**src/rtl/multdiv_unit.sv**
```systemverilog
// ---------------------------------------------------------------------------
// multdiv_unit
// Iterative signed multiply / divide unit for the execute stage. A one-cycle
// start pulse latches the operands; the operation then runs for WIDTH cycles
// (radix-2 Booth multiply or restoring divide on magnitudes) and the result
// is presented with a one-cycle ready strobe.
//
// Ports:
//   clock           system clock, rising edge
//   reset           synchronous active-low reset
//   ctrl_MULT       start pulse: signed multiply (wins over ctrl_DIV)
//   ctrl_DIV        start pulse: signed divide
//   data_operandA   multiplicand / dividend, sampled on the start edge
//   data_operandB   multiplier / divisor, sampled on the start edge
//   data_result     low WIDTH bits of product, or quotient
//   data_exception  multiply overflow, divide-by-zero or MIN/-1 overflow
//   data_resultRDY  one-cycle strobe: result and exception valid
//   busy            high from the cycle after the start edge through ready
// ---------------------------------------------------------------------------
module multdiv_unit #(
    parameter int WIDTH = 32
) (
    input  logic             clock,
    input  logic             reset,
    input  logic             ctrl_MULT,
    input  logic             ctrl_DIV,
    input  logic [WIDTH-1:0] data_operandA,
    input  logic [WIDTH-1:0] data_operandB,
    output logic [WIDTH-1:0] data_result,
    output logic             data_exception,
    output logic             data_resultRDY,
    output logic             busy
);

    localparam int CW = $clog2(WIDTH) + 1;
    localparam logic [CW-1:0]    LAST_CNT = CW'(WIDTH - 1);
    localparam logic [CW-1:0]    ONE_CNT  = {{(CW-1){1'b0}}, 1'b1};
    localparam logic [WIDTH-1:0] ONE_W    = {{(WIDTH-1){1'b0}}, 1'b1};
    localparam logic [WIDTH-1:0] MIN_W    = {1'b1, {(WIDTH-1){1'b0}}};
    localparam logic [WIDTH-1:0] ONES_W   = {WIDTH{1'b1}};
    localparam logic [WIDTH-1:0] ZERO_W   = {WIDTH{1'b0}};

    typedef enum logic [1:0] {
        S_IDLE = 2'd0,
        S_MUL  = 2'd1,
        S_DIV  = 2'd2,
        S_DONE = 2'd3
    } state_t;

    // Two's-complement magnitude; MIN maps to 2^(WIDTH-1), which fits unsigned.
    function automatic logic [WIDTH-1:0] abs_val(input logic [WIDTH-1:0] x);
        if (x[WIDTH-1]) begin
            abs_val = ~x + ONE_W;
        end else begin
            abs_val = x;
        end
    endfunction

    state_t             state_q;
    logic [CW-1:0]      cnt_q;
    // Booth register: {acc[WIDTH:0], multiplier[WIDTH-1:0], q_-1}. The
    // accumulator carries one guard bit so that subtracting MIN cannot wrap.
    logic [2*WIDTH+1:0] prod_q;
    logic [WIDTH:0]     mcand_q;
    logic [WIDTH-1:0]   rem_q;
    logic [WIDTH-1:0]   quo_q;
    logic [WIDTH-1:0]   dvsr_q;
    logic               neg_q;
    logic               dz_q;
    logic               ovf_q;
    logic [WIDTH-1:0]   result_q;
    logic               exc_q;
    logic               rdy_q;
    logic               busy_q;

    logic [WIDTH:0]     acc_d;
    logic [2*WIDTH+1:0] prod_d;
    logic [WIDTH:0]     rem_shift_d;
    logic [WIDTH:0]     diff_d;
    logic [WIDTH-1:0]   rem_d;
    logic [WIDTH-1:0]   quo_d;
    logic [WIDTH-1:0]   mul_res_d;
    logic               mul_exc_d;
    logic [WIDTH-1:0]   div_res_d;
    logic               div_exc_d;

    assign data_result    = result_q;
    assign data_exception = exc_q;
    assign data_resultRDY = rdy_q;
    assign busy           = busy_q;

    // One Booth step and one restoring-division step, plus the final result
    // formatting used when the last step lands.
    always_comb begin
        acc_d       = prod_q[2*WIDTH+1:WIDTH+1];
        prod_d      = prod_q;
        rem_shift_d = {rem_q, quo_q[WIDTH-1]};
        diff_d      = rem_shift_d - {1'b0, dvsr_q};
        rem_d       = rem_q;
        quo_d       = quo_q;
        mul_res_d   = ZERO_W;
        mul_exc_d   = 1'b0;
        div_res_d   = ZERO_W;
        div_exc_d   = 1'b0;

        case (prod_q[1:0])
            2'b01:   acc_d = prod_q[2*WIDTH+1:WIDTH+1] + mcand_q;
            2'b10:   acc_d = prod_q[2*WIDTH+1:WIDTH+1] - mcand_q;
            default: acc_d = prod_q[2*WIDTH+1:WIDTH+1];
        endcase
        prod_d = {acc_d[WIDTH], acc_d, prod_q[WIDTH:1]};

        // Full signed product lives in prod_d[2*WIDTH:1]; overflow when bits
        // [2W-1:W-1] of it are neither all zeros nor all ones.
        mul_res_d = prod_d[WIDTH:1];
        if ((prod_d[2*WIDTH:WIDTH] != {(WIDTH+1){1'b0}}) &&
            (prod_d[2*WIDTH:WIDTH] != {(WIDTH+1){1'b1}})) begin
            mul_exc_d = 1'b1;
        end else begin
            mul_exc_d = 1'b0;
        end

        if (!diff_d[WIDTH]) begin
            rem_d = diff_d[WIDTH-1:0];
            quo_d = {quo_q[WIDTH-2:0], 1'b1};
        end else begin
            rem_d = rem_shift_d[WIDTH-1:0];
            quo_d = {quo_q[WIDTH-2:0], 1'b0};
        end

        // MIN / -1 needs no special value: magnitude quotient is 2^(W-1)
        // with positive sign, which already reads back as MIN.
        if (dz_q) begin
            div_res_d = ZERO_W;
        end else if (neg_q) begin
            div_res_d = ~quo_d + ONE_W;
        end else begin
            div_res_d = quo_d;
        end
        div_exc_d = dz_q | ovf_q;
    end

    // Control FSM with registered outputs; a start pulse in any state
    // restarts the unit with freshly latched operands.
    always_ff @(posedge clock) begin
        if (!reset) begin
            state_q  <= S_IDLE;
            cnt_q    <= {CW{1'b0}};
            prod_q   <= {(2*WIDTH+2){1'b0}};
            mcand_q  <= {(WIDTH+1){1'b0}};
            rem_q    <= ZERO_W;
            quo_q    <= ZERO_W;
            dvsr_q   <= ZERO_W;
            neg_q    <= 1'b0;
            dz_q     <= 1'b0;
            ovf_q    <= 1'b0;
            result_q <= ZERO_W;
            exc_q    <= 1'b0;
            rdy_q    <= 1'b0;
            busy_q   <= 1'b0;
        end else if (ctrl_MULT || ctrl_DIV) begin
            state_q <= ctrl_MULT ? S_MUL : S_DIV;
            cnt_q   <= {CW{1'b0}};
            prod_q  <= {{(WIDTH+1){1'b0}}, data_operandB, 1'b0};
            mcand_q <= {data_operandA[WIDTH-1], data_operandA};
            rem_q   <= ZERO_W;
            quo_q   <= abs_val(data_operandA);
            dvsr_q  <= abs_val(data_operandB);
            neg_q   <= data_operandA[WIDTH-1] ^ data_operandB[WIDTH-1];
            dz_q    <= (data_operandB == ZERO_W);
            ovf_q   <= (data_operandA == MIN_W) && (data_operandB == ONES_W);
            rdy_q   <= 1'b0;
            busy_q  <= 1'b1;
        end else begin
            case (state_q)
                S_IDLE: begin
                    rdy_q  <= 1'b0;
                    busy_q <= 1'b0;
                end
                S_MUL: begin
                    prod_q <= prod_d;
                    cnt_q  <= cnt_q + ONE_CNT;
                    if (cnt_q == LAST_CNT) begin
                        state_q  <= S_DONE;
                        result_q <= mul_res_d;
                        exc_q    <= mul_exc_d;
                        rdy_q    <= 1'b1;
                    end else begin
                        state_q <= S_MUL;
                    end
                end
                S_DIV: begin
                    rem_q <= rem_d;
                    quo_q <= quo_d;
                    cnt_q <= cnt_q + ONE_CNT;
                    if (cnt_q == LAST_CNT) begin
                        state_q  <= S_DONE;
                        result_q <= div_res_d;
                        exc_q    <= div_exc_d;
                        rdy_q    <= 1'b1;
                    end else begin
                        state_q <= S_DIV;
                    end
                end
                S_DONE: begin
                    state_q <= S_IDLE;
                    rdy_q   <= 1'b0;
                    busy_q  <= 1'b0;
                end
                default: begin
                    state_q <= S_IDLE;
                    rdy_q   <= 1'b0;
                    busy_q  <= 1'b0;
                end
            endcase
        end
    end

endmodule

```
**config.mk**
```make
export PLATFORM = sky130hd
export DESIGN_NAME = multdiv_unit
export DESIGN_NICKNAME = d
export VERILOG_FILES = /design/src/rtl/multdiv_unit.sv
export SDC_FILE = /design/constraint.sdc
export NUM_CORES = 1
export LEC_CHECK = 0
export CAP_MARGIN = 20
export CORE_UTILIZATION = 60
export CTS_CLUSTER_DIAMETER = 100
export CTS_CLUSTER_SIZE = 12
export DETAILED_ROUTE_END_ITERATION = 7
export GPL_TIMING_DRIVEN = 0
export PLACE_DENSITY = 0.92
export SLEW_MARGIN = 15
export SYNTH_ARGS = -nofsm -noshare
export SYNTH_HDL_FRONTEND = slang
export SYNTH_SLANG_ARGS = --single-unit
```
**constraint.sdc**
```tcl
create_clock -name clock -period 6.85 [get_ports clock]
set_clock_uncertainty 0.2 [all_clocks]
set_input_delay 1.37 -clock clock [delete_from_list [all_inputs] [get_ports clock]]
set_output_delay 1.37 -clock clock [all_outputs]
set_load 0.01 [all_outputs]
```
Yosys cells after proc, flatten, opt, wreduce, memory -nomap -nowiden
Cells that the tools add are included.

storage, ports and cells
  register bits after elaboration = 239
  bits in latches = 0
  memory bits (writable) = 0
  memory bits (read-only) = 0
  bits of input ports = 68
  output and inout bits = 35
  word-level logic and storage cells = 83
  memories kept = 0

cells by class
  add/subtract/negate cells = 7
  multiply operators = 0
  div/mod/pow operators = 0
  $lt $le $gt $ge = 0
  eq/ne operators = 12
  shifts and indexed selects = 0
  mux-type cells = 27
  bitwise operators = 7
  reductions and logical operators = 15

operators with widths
  operator               count
  $mux 32                9
  $add 32x1->32 const B  3
  $not 32->32            3
  $mux 33                2
  $pmux 33 s2            1
  $eq 32x32->1 const B   2
  $pmux 32 s2            1
  $add 32x32->33         1
  $ne 33x33->1 const B   1
  $reduce_bool 33->1     1
  $sub 32x32->33         1
  $sub 33x32->33         1
  $logic_not 32->1       1
  $mux 1                 8
  $reduce_bool 2->1      4
  $add 6x1->6 const B    1
  $eq 2x2->1 const B     3
  $eq 6x5->1 const B     1
  $mux 2                 3
  $pmux 2 s3             1
  $reduce_or 2->1        3
  $eq 2x1->1 const B     2
  $ne 2x2->1 const B     2
  $pmux 1 s2             2
  other kinds (9)        11

Longest topological paths before layout
  depth in word-level cells = 8
  mapped depth = 22
  depth with buffers taken out = 21

Worst setup path after synthesis
OpenSTA, ideal clock, no wires.

  path kind = register to register
  start point = register mcand_q[2]
  end point = register exc_q, in the netlist data_exception
  library setup time = 0.101 ns
  arrival time = 4.872 ns
  required time = 6.549 ns
  setup slack = 1.677 ns
  cell stages (with the launch flop) = 22
  path buffers = 1
  period minus slack after synthesis = 5.173 ns
  cell sequence = dfxtp_1 nor4_1 nand2b_1 nor2_1 nand2_1 or3_1 nor4b_1 a21o_1 o21ai_0 xnor2_1 ha_1 clkbuf_1 a21oi_1 nand3_1 or4_1 a31oi_1 o21ai_0 a21o_1 a211oi_1 nor2_1 and4_1 o41ai_1

on the way
  word-level cells in the longest chain between the ends = 7
  elaborated cells on any way between the ends = 9

ends and longest elaborated chain
  item                                                RTL line  RTL
  from (decl)                                         64        logic [WIDTH:0] mcand_q;
  from (signal assigned)                              150       mcand_q <= {(WIDTH+1){1'b0}};
  from (signal assigned)                              165       mcand_q <= {data_operandA[WIDTH-1], data_operandA};
  $sub 32x32->33 or $add 32x32->33 (tied branches)    108, 107
  $pmux 33 s2 (*)                                     106       case (prod_q[1:0])
  $ne 33x33->1 or $reduce_bool 33->1 (tied branches)  117, 116
  $logic_and 1x1->1 (*)                               116       if ((prod_d[2*WIDTH:WIDTH] != {(WIDTH+1){1'b0}}) &&
  $mux 1 (*)                                          116
  $mux 1 (*)                                          183       if (cnt_q == LAST_CNT) begin
  $pmux 1 s2 (*)                                      175       case (state_q)
  to (signal assigned)                                186       exc_q <= mul_exc_d;
  to (signal assigned)                                199       exc_q <= div_exc_d;
  to (decl)                                           72        logic exc_q;

Mark *: on every way between the ends. The rest lies on a longest branch, timed or not. The select of a mux whose other input is x is not followed.
A chain may end at the register's enable or synchronous reset.

Final worst setup path
Ends and elaborated chain as after synthesis.

==> out/qor.csv <==
metric,value,unit
status,completed,
Hold WS,275,ps
CP Launch Type,register,
Vias,17600,
leading area contributor after synthesis,dfxtp_1,
Critical Path End Type,register,
DR vias/cell,6.74,
# rows,60,
Synth cell types,83,
worst setup path category,register to register,
syn avg cell area,7.72,um2
CTS H-tree depth,1,
clk root buf,clkbuf_16,
critical path arrival,6620,ps
Pre-antenna DRT Iters,6,
DRC viols,0,
Tcrit/Tclk final,94.0,%
first-pass GRT wire length,87.9,mm
final setup fails,0,
Diodes inserted,0,
"EDFF count, synth",0,
internal power,2.43,mW
Starting Density,61.3,%
fin crit period,6440,ps
Peak VDD IR,0.197,mV
grt total ovfl,0,
Clk pwr share,31.1,%
hold path cells,2,
Slew Limit Fails,0,
Clock Path Buffers,3,
Setup Slack @ Placement,39.7,ps
I/O Pins,103,
Setup WS post-layout,414,ps
Post-Layout Cell Count,2612,
final WL,55.9,mm
Pwr Density,198,nW/um2
Worst EP required,7040,ps
register area share after synthesis,28.9,%
CTS tree,done,
most common cell in the netlist,nor2_1,
Mapped Area,16600,um2
Synth top area share,28.9,%
Wirelength per Cell,21.4,um
vias in the first global route,16500,
"antenna viol nets, final",0,
Die ar.,28300,um2
RePlAce Congestion,1.00,
post-route cell area,18600,um2
Commonest cells post-synth,"nor2_1 (269), dfxtp_1 (239), nand2_1 (197)",
clk sink count,239,
largest net degree at the start of global routing,13,
# nets final,2415,
clk slew on worst S/H paths,80,ps
later-pin clock latency in the skew report,530,ps
ranking of synthesized cells by area,"dfxtp_1 (29%), nor2_1 (6.1%), mux2i_1 (5.9%)",
post-cts sizing count,0,
1st-iter DRT viols,2156,
HPWL after DPL,42.2,mm
I/O Buffers,100,
#FFs+latches synth,239,
sequential share of power,42.3,%
sum of negative setup slack,0,ps
worst hold path class,register to register,
final hold viol count,0,
"Net Count, Synth",2291,
sw frac,33.9,%
fmax,155,MHz
Crit Path Max Fanout,8,
max-cap viol count,0,
worst r2r path cells,21,
Inserted Clock Buffers,23,
Die Width,168,um
Tot GR Track Use,38.6,%
net load switching power,1.25,mW
Syn Inst Count,2147,
total number of yosys warnings,0,
Comb power frac,26.6,%
area of placed instances,18000,um2
worst relative slew slack,38.2,%
RSZ-0062 raised after global routing,no,
hold_buf cts,0,
initial antenna violation count,0,
LEAKAGE,6.99,nW
die span in y,168,um
Worst-Margin Slew,915,ps
Core ar.,27000,um2
area growth from synthesis to layout,12.3,%
setup bufs post-CTS,0,
predominant post-synthesis flop cell,dfxtp_1,
share of cells above drive strength 1,2.82,%
Post-synth ARST share,0,%
placed cells,2588,
==> cells in the final DEF (no fill, tap or decap), drive strengths merged, types with 25 or more instances in the layout <==
cell,synthesis,layout
inv,85,86
nand2,197,197
a21o,25,25
xor2,54,54
nand3,26,26
clkbuf,113,136
o31ai,34,34
a211oi,129,129
a21oi,157,157
o211ai,25,25
dfxtp,239,239
nor2,269,269
ha,74,74
mux2i,97,97
clkdlybuf4s50,1,101
nor3,44,44
xnor2,94,94
o21ai,137,137
==> layout make-up <==
cell class                 count  area [um2]
inverter                      86         325
multi-input combinational   1691       10900
buffer                       130         559
sequential                   239        4780
fill                        2151        8420
clock inverter                 1        8.76
clock buffer                  24         579
timing repair buffer         100        1000
tap                          341         427
==> kinds of logic (layout without fill, tap and decap cells) <==
family	Yosys count	in the layout	share of synthesized area [%]
buffers and inverters	217	341	5.35
AND/OR/NAND/NOR	720	720	20.4
XOR/XNOR	148	148	7.82
flip-flops	239	239	28.9
multiplexers	99	99	6.00
AO/OA/AOI/OAI	648	648	25.7
adder cells (fa/ha/maj)	76	76	5.83
==> power by group through the flow <==
stage / combinational, mW / clock, mW / sequential (mW)
3_5_place_dp: 0.939 / 0 / 1.58
3_3_place_gp: 0.915 / 0 / 1.58
4_1_cts: 0.948 / 1.13 / 1.55
2_1_floorplan: 0.640 / 0 / 1.55
6_report: 0.980 / 1.15 / 1.56
5_1_grt: 1.05 / 1.19 / 1.56
==> final timing paths <==
check | from | endpoint | slack [ps]
max | mcand_q[2] | data_exception | 410
min | ovf_q | ovf_q | 270
max reg2reg | mcand_q[2] | data_exception | 410
min reg2reg | ovf_q | ovf_q | 270
==> registers in the layout (all words and copies together), names as in the netlist <==
signal,count
prod_q,65
data_result,32
dvsr_q,32
mcand_q,32
quo_q,32
rem_q,32
cnt_q,6
state_q,2
busy,1
data_exception,1
data_resultRDY,1
dz_q,1
neg_q,1
ovf_q,1
==> layer usage <==
layer / vias up / global-route usage [%] / wire [um]
met4: 0 / 18.7 / 2970
met5: - / 0 / 0
met2: 1089 / 62.7 / 24900
met3: 238 / 5.90 / 5500
met1: 8205 / 50.3 / 22500
li1: 8063 / - / -
==> worst max-delay path: stages (launching register included) <==
cell and delay [ps]:
dfxtp_1 370, nor4_1 390, nand2b_1 150, nor2_1 240, nand2_1 140, or3_1 350, nor4b_2 360, a21o_1 310
o21ai_0 160, xnor2_1 320, ha_1 300, clkbuf_1 170, a21oi_1 380, nand3_1 180, or4_1 550, a31oi_2 300
o21ai_0 230, a21o_1 200, a211oi_1 360, nand2_1 120, nor4_2 380, o41ai_1 130
==> metrics by stage <==
stage / utilization [%] / power, mW
2_1_floorplan: - / 2.19
3_3_place_gp: 66.6 / 2.49
3_5_place_dp: 66.6 / 2.52
4_1_cts: 68.8 / 3.63
5_1_grt: 68.8 / 3.80
6_report: 68.8 / 3.68
Note: power is estimated with default switching activity, not from simulation.
